**src/rtl/stopwatch_timer.sv**
```systemverilog
`default_nettype none
// ============================================================================
// Module      : stopwatch_timer
// Description : Stopwatch / countdown timer (MM:SS.hh) driven by a divided
//               tick-enable from the system clock. Supports start, stop,
//               clear, lap capture, preload, up/down counting and BCD or
//               binary output encoding for the display decoder.
// Revision    : 1.0 - initial release
// ============================================================================
module stopwatch_timer #(
  parameter int CLK_HZ  = 50_000_000,
  parameter int TICK_HZ = 100,
  parameter bit BCD_OUT = 1'b1
) (
  input  logic        clk,
  input  logic        rst_n,
  input  logic        start,
  input  logic        stop,
  input  logic        clear,
  input  logic        lap,
  input  logic        mode,
  input  logic        load_en,
  input  logic [23:0] load_val,
  output logic [23:0] time_out,
  output logic [23:0] lap_out,
  output logic        running,
  output logic        rollover,
  output logic        expired
);

  localparam int DIV   = CLK_HZ / TICK_HZ;
  localparam int DIV_W = (DIV > 1) ? $clog2(DIV) : 1;
  localparam logic [DIV_W-1:0] DIV_LAST = DIV_W'(DIV - 1);

  localparam logic [1:0] ST_IDLE  = 2'd0;
  localparam logic [1:0] ST_RUN   = 2'd1;
  localparam logic [1:0] ST_PAUSE = 2'd2;
  localparam logic [1:0] ST_DONE  = 2'd3;

  logic [1:0]       state;
  logic [1:0]       state_nxt;
  logic [DIV_W-1:0] div_cnt;
  logic [DIV_W-1:0] div_cnt_nxt;
  logic             tick;

  // Time is kept in binary; encoding happens only on the output side.
  logic [6:0] min_q;
  logic [5:0] sec_q;
  logic [6:0] cs_q;
  logic [6:0] min_nxt;
  logic [5:0] sec_nxt;
  logic [6:0] cs_nxt;

  logic [6:0] min_step;
  logic [5:0] sec_step;
  logic [6:0] cs_step;
  logic       step_wrap;
  logic       step_zero;

  logic [6:0] min_ld;
  logic [5:0] sec_ld;
  logic [6:0] cs_ld;

  logic        dir_down;
  logic        dir_down_nxt;
  logic        rollover_nxt;
  logic        expired_nxt;
  logic        time_zero;
  logic        load_acc;
  logic        start_acc;
  logic [23:0] time_enc;
  logic [23:0] lap_nxt;

  // Two decimal digits from a binary value 0..99.
  function automatic logic [7:0] to_bcd(input logic [6:0] v);
    return {4'(v / 7'd10), 4'(v % 7'd10)};
  endfunction

  assign tick      = (state == ST_RUN) && (div_cnt == DIV_LAST);
  assign time_zero = (min_q == 7'd0) && (sec_q == 6'd0) && (cs_q == 7'd0);

  // Preload only outside RUN, and never when clear is present.
  assign load_acc  = load_en && !clear && (state != ST_RUN);
  // stop only matters in RUN and start only outside RUN, so they never compete.
  assign start_acc = start && !clear && !load_acc && (state != ST_RUN);

  // Saturate out-of-range preload fields to their maximum.
  assign min_ld = (load_val[23:16] > 8'd99) ? 7'd99 : load_val[22:16];
  assign sec_ld = (load_val[15:8]  > 8'd59) ? 6'd59 : load_val[13:8];
  assign cs_ld  = (load_val[7:0]   > 8'd99) ? 7'd99 : load_val[6:0];

  // Single up or down step of the MM:SS.hh value with carry / borrow.
  always_comb begin
    min_step  = min_q;
    sec_step  = sec_q;
    cs_step   = cs_q;
    step_wrap = 1'b0;
    if (!dir_down) begin
      if (cs_q < 7'd99) begin
        cs_step = cs_q + 7'd1;
      end else begin
        cs_step = 7'd0;
        if (sec_q < 6'd59) begin
          sec_step = sec_q + 6'd1;
        end else begin
          sec_step = 6'd0;
          if (min_q < 7'd99) begin
            min_step = min_q + 7'd1;
          end else begin
            min_step  = 7'd0;
            step_wrap = 1'b1;
          end
        end
      end
    end else begin
      if (cs_q != 7'd0) begin
        cs_step = cs_q - 7'd1;
      end else begin
        cs_step = 7'd99;
        if (sec_q != 6'd0) begin
          sec_step = sec_q - 6'd1;
        end else begin
          sec_step = 6'd59;
          min_step = min_q - 7'd1;
        end
      end
    end
  end

  assign step_zero = dir_down && (min_step == 7'd0) && (sec_step == 6'd0) && (cs_step == 7'd0);

  // State register.
  always_ff @(posedge clk or negedge rst_n) begin
    if (!rst_n) state <= ST_IDLE;
    else        state <= state_nxt;
  end

  // Next-state logic: clear wins, expiry beats a coincident stop.
  always_comb begin
    state_nxt = state;
    if (clear) begin
      state_nxt = ST_IDLE;
    end else begin
      case (state)
        ST_RUN: begin
          if (tick && step_zero) state_nxt = ST_DONE;
          else if (stop)         state_nxt = ST_PAUSE;
        end
        default: begin
          // A down start at zero expires immediately without running.
          if (start_acc) state_nxt = (mode && time_zero) ? ST_DONE : ST_RUN;
        end
      endcase
    end
  end

  // State-decoded outputs.
  always_comb begin
    running = (state == ST_RUN);
  end

  // Next values for time, direction latch and the event pulses.
  always_comb begin
    min_nxt      = min_q;
    sec_nxt      = sec_q;
    cs_nxt       = cs_q;
    dir_down_nxt = dir_down;
    rollover_nxt = 1'b0;
    expired_nxt  = 1'b0;
    if (clear) begin
      min_nxt      = 7'd0;
      sec_nxt      = 6'd0;
      cs_nxt       = 7'd0;
      dir_down_nxt = 1'b0;
    end else if (load_acc) begin
      min_nxt = min_ld;
      sec_nxt = sec_ld;
      cs_nxt  = cs_ld;
    end else begin
      if (tick) begin
        min_nxt      = min_step;
        sec_nxt      = sec_step;
        cs_nxt       = cs_step;
        rollover_nxt = step_wrap;
        expired_nxt  = step_zero;
      end
      if (start_acc) begin
        dir_down_nxt = mode;
        expired_nxt  = mode && time_zero;
      end
    end
  end

  // Divider restarts from zero whenever RUN is entered or left.
  always_comb begin
    div_cnt_nxt = '0;
    if ((state == ST_RUN) && (state_nxt == ST_RUN) && !tick) begin
      div_cnt_nxt = div_cnt + 1'b1;
    end
  end

  // Lap capture takes the currently displayed value; clear zeroes it.
  always_comb begin
    lap_nxt = lap_out;
    if (clear)    lap_nxt = 24'd0;
    else if (lap) lap_nxt = time_enc;
  end

  // Datapath registers.
  always_ff @(posedge clk or negedge rst_n) begin
    if (!rst_n) begin
      div_cnt  <= '0;
      min_q    <= 7'd0;
      sec_q    <= 6'd0;
      cs_q     <= 7'd0;
      dir_down <= 1'b0;
      rollover <= 1'b0;
      expired  <= 1'b0;
      lap_out  <= 24'd0;
    end else begin
      div_cnt  <= div_cnt_nxt;
      min_q    <= min_nxt;
      sec_q    <= sec_nxt;
      cs_q     <= cs_nxt;
      dir_down <= dir_down_nxt;
      rollover <= rollover_nxt;
      expired  <= expired_nxt;
      lap_out  <= lap_nxt;
    end
  end

  generate
    if (BCD_OUT) begin : g_bcd
      assign time_enc = {to_bcd(min_q), to_bcd({1'b0, sec_q}), to_bcd(cs_q)};
    end else begin : g_bin
      assign time_enc = {1'b0, min_q, 2'b00, sec_q, 1'b0, cs_q};
    end
  endgenerate

  assign time_out = time_enc;

endmodule
`default_nettype wire

```
**config.mk**
```make
export PLATFORM = sky130hd
export DESIGN_NAME = stopwatch_timer
export DESIGN_NICKNAME = d
export VERILOG_FILES = /design/src/rtl/stopwatch_timer.sv
export SDC_FILE = /design/constraint.sdc
export NUM_CORES = 1
export LEC_CHECK = 0
export BUFFER_PORTS_ARGS = -buffer_cell sky130_fd_sc_hd__buf_2
export CORE_MARGIN = 1
export CORE_UTILIZATION = 43
export DETAILED_ROUTE_END_ITERATION = 16
export PLACE_DENSITY = 0.66
export SETUP_SLACK_MARGIN = 0.4
export SLEW_MARGIN = 20
export SYNTH_ARGS = -nofsm -noshare
export SYNTH_HDL_FRONTEND = slang
export SYNTH_SLANG_ARGS = --single-unit
```
**constraint.sdc**
```tcl
create_clock -name clk -period 5.9 [get_ports clk]
set_clock_uncertainty 0.15 [all_clocks]
set_input_delay 1.475 -clock clk [delete_from_list [all_inputs] [get_ports clk]]
set_output_delay 1.475 -clock clk [all_outputs]
set_load 0.02 [all_outputs]
```
# Word level (Yosys, flattened, before mapping)

Cells that the tools add are included.

Divide/modulo/power cells: 6
$lt $le $gt $ge: 6
Eq/ne operators: 5
Reductions and logical operators: 30
$add $sub $neg: 7
Muxes and demuxes: 49

Operators with widths:

| operator                | count |
|---|---|
| $mux W7                 | 17 |
| $mux W6                 | 9 |
| $mux W24                | 2 |
| $logic_not A7 Y1        | 4 |
| $add A19 B1 Y19 const B | 1 |
| $eq A19 B19 Y1 const B  | 1 |
| $mux W19                | 1 |
| $gt A8 B7 Y1 const B    | 2 |
| $logic_and A1 B1 Y1     | 15 |
| $add A7 B1 Y7 const B   | 2 |
| $div A7 B4 Y7 const B   | 2 |
| $lt A7 B7 Y1 const B    | 2 |
| $mod A7 B4 Y7 const B   | 2 |
| $mux W1                 | 14 |
| $sub A7 B1 Y7 const B   | 2 |
| $logic_not A6 Y1        | 2 |
| $mux W2                 | 6 |
| $gt A8 B6 Y1 const B    | 1 |
| $div A6 B4 Y7 const B   | 1 |
| $mod A6 B4 Y7 const B   | 1 |
| $reduce_bool A7 Y1      | 1 |
| $add A6 B1 Y6 const B   | 1 |
| $lt A6 B6 Y1 const B    | 1 |
| $reduce_bool A6 Y1      | 1 |
| 7 further kinds         | 12 |

Input port bits: 32
Word-level logic and storage cells: 112
Bits in registers: 68

# Logic depth before layout (Yosys ltp)

Word-level depth: 17
Gate-level depth with buffers: 16
Mapped depth without buffers: 13

# Least setup slack after synthesis

Ideal clock, no wire load.

Path type: reg-to-output
Start: register sec_q[2]
End: output time_out[10]
Required time: 4275 ps
Path buffers: 3
Setup slack: 983 ps
Stages on the path, launching flop included: 16
Arrival: 3292 ps
Path through: dfrtp_1 buf_4 inv_1 clkbuf_1 nand2_1 a21o_1 a21oi_1 xnor2_1 ha_1 clkbuf_1 a21oi_1 nor2_1 nor2_1 a21oi_1 a21oi_1 mux2i_1

Longest elaborated chain between the ends: 1

Ends and longest elaborated chain:

| element                  | line | source |
|---|---|---|
| start: declaration       | 48   | `logic [5:0] sec_q;` |
| start signal: assignment | 223  | `sec_q <= sec_nxt;` |
| $mod A6 B4 Y7            | 76   | `return {4'(v / 7'd10), 4'(v % 7'd10)};` |
| end: declaration         | 24   | `output logic [23:0] time_out,` |

No other way between the ends.

# Worst setup path in the final report

Ends and elaborated chain as after synthesis.

==> impl_metrics.yaml <==
logic_synthesis:
  ys.flop_type: "dfrtp_1"
  syn-cell-area_sq_mm: 0.00563
  seq_area_frac_synth_pct: 29.8
  synthArstFlopShare_pct: 100
  synth.largest_area_cell: "dfrtp_1"
  synth_edf_count: 0
  yosysTopAreaCellShare_pct: 29.8
  ys_ff_latch: 67
  synth.avg_cell_area_sq_um: 8.17
  synth.area.top_cells: "dfrtp_1, nor2_1, nand2_1"
  synth.distinct_cells: 88
  syn_inst: 689
  ys_warn_count: 0
final_layout:
  layout.nets: 777
  register_area_sq_mm: 0.00168
  post-route-cell-area_sq_mm: 0.00635
  layout.cells.most_common: "nor2_1"
  multi_input_area_sq_mm: 0.00358
  layout_common_cells: "nor2_1, buf_2, dfrtp_1"
  fin_util_pct: 50.1
  fillers: 1238
  area_delta_synth_final_pct: 12.8
  drive_gt1_share_pct: 18.3
  antenna-diode-count: 0
worst_setup_path:
  ff2ff_path_depth: 8
  slowest_stage: "dfrtp_1"
  worst-path-buf-inv: 2
  reg2reg_from: "sec_q[0]$_DFFE_PN0P_"
  worstSetupStartpointType: "flip-flop"
  crit_type: "reg -> out"
  r2r_end: "div_cnt[7]$_DFF_PN0_"
  cp_common_cell: "a21oi_1"
  cp-end-kind: "output pin"
  arrival_ps: 3600
  worstPathRequired_ps: 4280
  reg2reg_slack_ps: 2060
  cp_cell_sequence: "inv_1, nand2_1, a21o_1, a21oi_1, xnor2_1, ha_1, a21oi_1, nor2_1, nor2_1, a21oi_1, a21oi_1, mux2i_1, buf_2"
  worst-path-max-fanout: 12
  path_delay_family: "compound AO/OA/AOI/OAI gates"
  cpPeakStageDelay_ps: 500
detailed_routing:
  drt_first_pass_iters: 5
  vias: 5603
  ant_nets: 0
  routed_via_density: 6.18
  wl_mm: 17.9
  initialDrtViolationCount: 533
  wire_per_inst_um: 19.7
  drc: 0
power_and_ir_drop:
  powerDensity_mw_per_mm2: 253
  leakage_nw: 2.73
  vdd_drop_max_v: 0.000155
floorplan:
  std_cell_rows: 41
  die_h_um: 116
  die_area_sq_mm: 0.0136
  io_pins: 83
  initial_core_util_pct: 44.4
  die_width_um: 116
  core_area_sq_mm: 0.0127
grt:
  grt_start_max_net_pins: 46
  grtUsageTotal_pct: 27.4
  first_global_vias: 5275
  antenna_found_initial: 0
  overflow: 0
  grt_first_pass_wirelength_mm: 28.3
clock_tree:
  cts.sinks: 67
  cts_max_path_buffers: 2
  hold_buffers: 0
  cts_made_buffers: 9
  htree_num_levels: 3
  cts.clk_slew.worst_paths_ps: 60
  cts-root-buf: "clkbuf_16"
  clk_latency_ps: 340
  cts_tree: "built"
placement:
  pre_cts_slack_ps: 1040
  gp_congestion: 0.929
  place_area_sq_mm: 0.00601
  hpwl_mm: 12.9
  place.port_buffers: 80
min_path:
  min_to: "div_cnt[0]$_DFF_PN0_"
  hold_path.class: "reg -> reg"
  worstHoldStart: "div_cnt[0]$_DFF_PN0_"
  whs_path_depth: 1
timing:
  setup_viol: 0
  finalHoldViolCount: 0
  timing.fmax_mhz: 192
  final_max_slew_viol_count: 0
  tns_ps: 0
  postLayoutSetupSlackWorst_ps: 679
  worst_slew_pin_slew_ps: 847
  slew_headroom_pct: 43.6
  rsz0062_at_grt: "true"
  period_share_pct: 88.5
  fin_crit_ps: 5220
run_status:
  outcome: "completed"
flow_run:
  cap_violations: 0
cells by family (layout without fill, tap and decap cells):
| group | Yosys count | after routing | share of synthesized area (%) |
|---|---|---|---|
| adders and majority gates | 17 | 17 | 3.73 |
| buffers and inverters | 86 | 130 | 6.80 |
| muxes | 20 | 20 | 3.56 |
| xor gates and xnor gates | 26 | 26 | 4.04 |
| AOI/OAI and AO/OA | 173 | 173 | 22.4 |
| other | 1 | 2 | 0.0666 |
| DFF | 67 | 67 | 29.8 |
| and+or+nand+nor | 299 | 299 | 29.6 |
cells in the mapped netlist, types with 11 or more instances:
master,count
mux2i_1,20
o21ai_0,21
nor2_1,86
a211oi_1,17
ha_1,16
a21oi_1,41
nor4_2,11
clkbuf_1,31
buf_2,11
dfrtp_1,67
xnor2_1,16
nand3_1,20
nor3_1,27
inv_1,28
nand4_1,13
a31oi_1,11
nand2_1,57
where the power goes:
group          internal, mW  leakage (nW)  switching (mW)
sequential            0.483         0.909          0.0610
combinational         0.162          1.66           0.293
clock                 0.384         0.160           0.222
per-stage QoR:
step / power [mW] / hold WS (ps) / std cells
after floorplan: 0.859 / 305 / 690
after global placement: 0.990 / 329 / 890
after detailed placement: 0.996 / 335 / 890
after CTS: 1.60 / 344 / 906
after global routing: 1.68 / 354 / 906
final: 1.61 / 340 / 906
how the worst max path moves through the flow:
stage	startpoint	to	slack (ps)	cells after the start
floorplan	sec_q[2]$_DFFE_PN0P_	time_out[10]	980	15
global placement	sec_q[2]$_DFFE_PN0P_	time_out[9]	1170	13
detailed placement	sec_q[2]$_DFFE_PN0P_	time_out[9]	1040	12
CTS	sec_q[2]$_DFFE_PN0P_	time_out[9]	650	12
global route	sec_q[2]$_DFFE_PN0P_	time_out[10]	380	13
finish	sec_q[2]$_DFFE_PN0P_	time_out[10]	680	13
layout make-up:
cell class                      instances  area share [%]
Timing Repair Buffer                   84            6.82
Tap cell                              172            3.39
Sequential cell                        67            26.4
Multi-Input combinational cell        537            56.4
Clock buffer                           11            3.82
Clock inverter                          5            1.36
Inverter                               30            1.77
routing by layer:
metal  vias to the layer above  GRT usage, %  wire length, um
met1                      2737          38.4             8170
met2                       234          42.4             8240
met5                         -             0                0
met3                        29          3.89             1070
met4                         0          10.9              399
li1                       2603             -                -
registers in the layout, summed over array words and instances, names as in the netlist:
| name | cells |
|---|---|
| sec_q | 6 |
| rollover | 1 |
| min_q | 7 |
| dir_down | 1 |
| cs_q | 7 |
| div_cnt | 19 |
| expired | 1 |
| state | 2 |
| lap_out | 23 |
what timing repair did:
action,in CTS,in global routing
buffers inserted,0,0
setup endpoints to repair,0,1
resized for setup,0,1
Power figures use the tool's default switching activity.
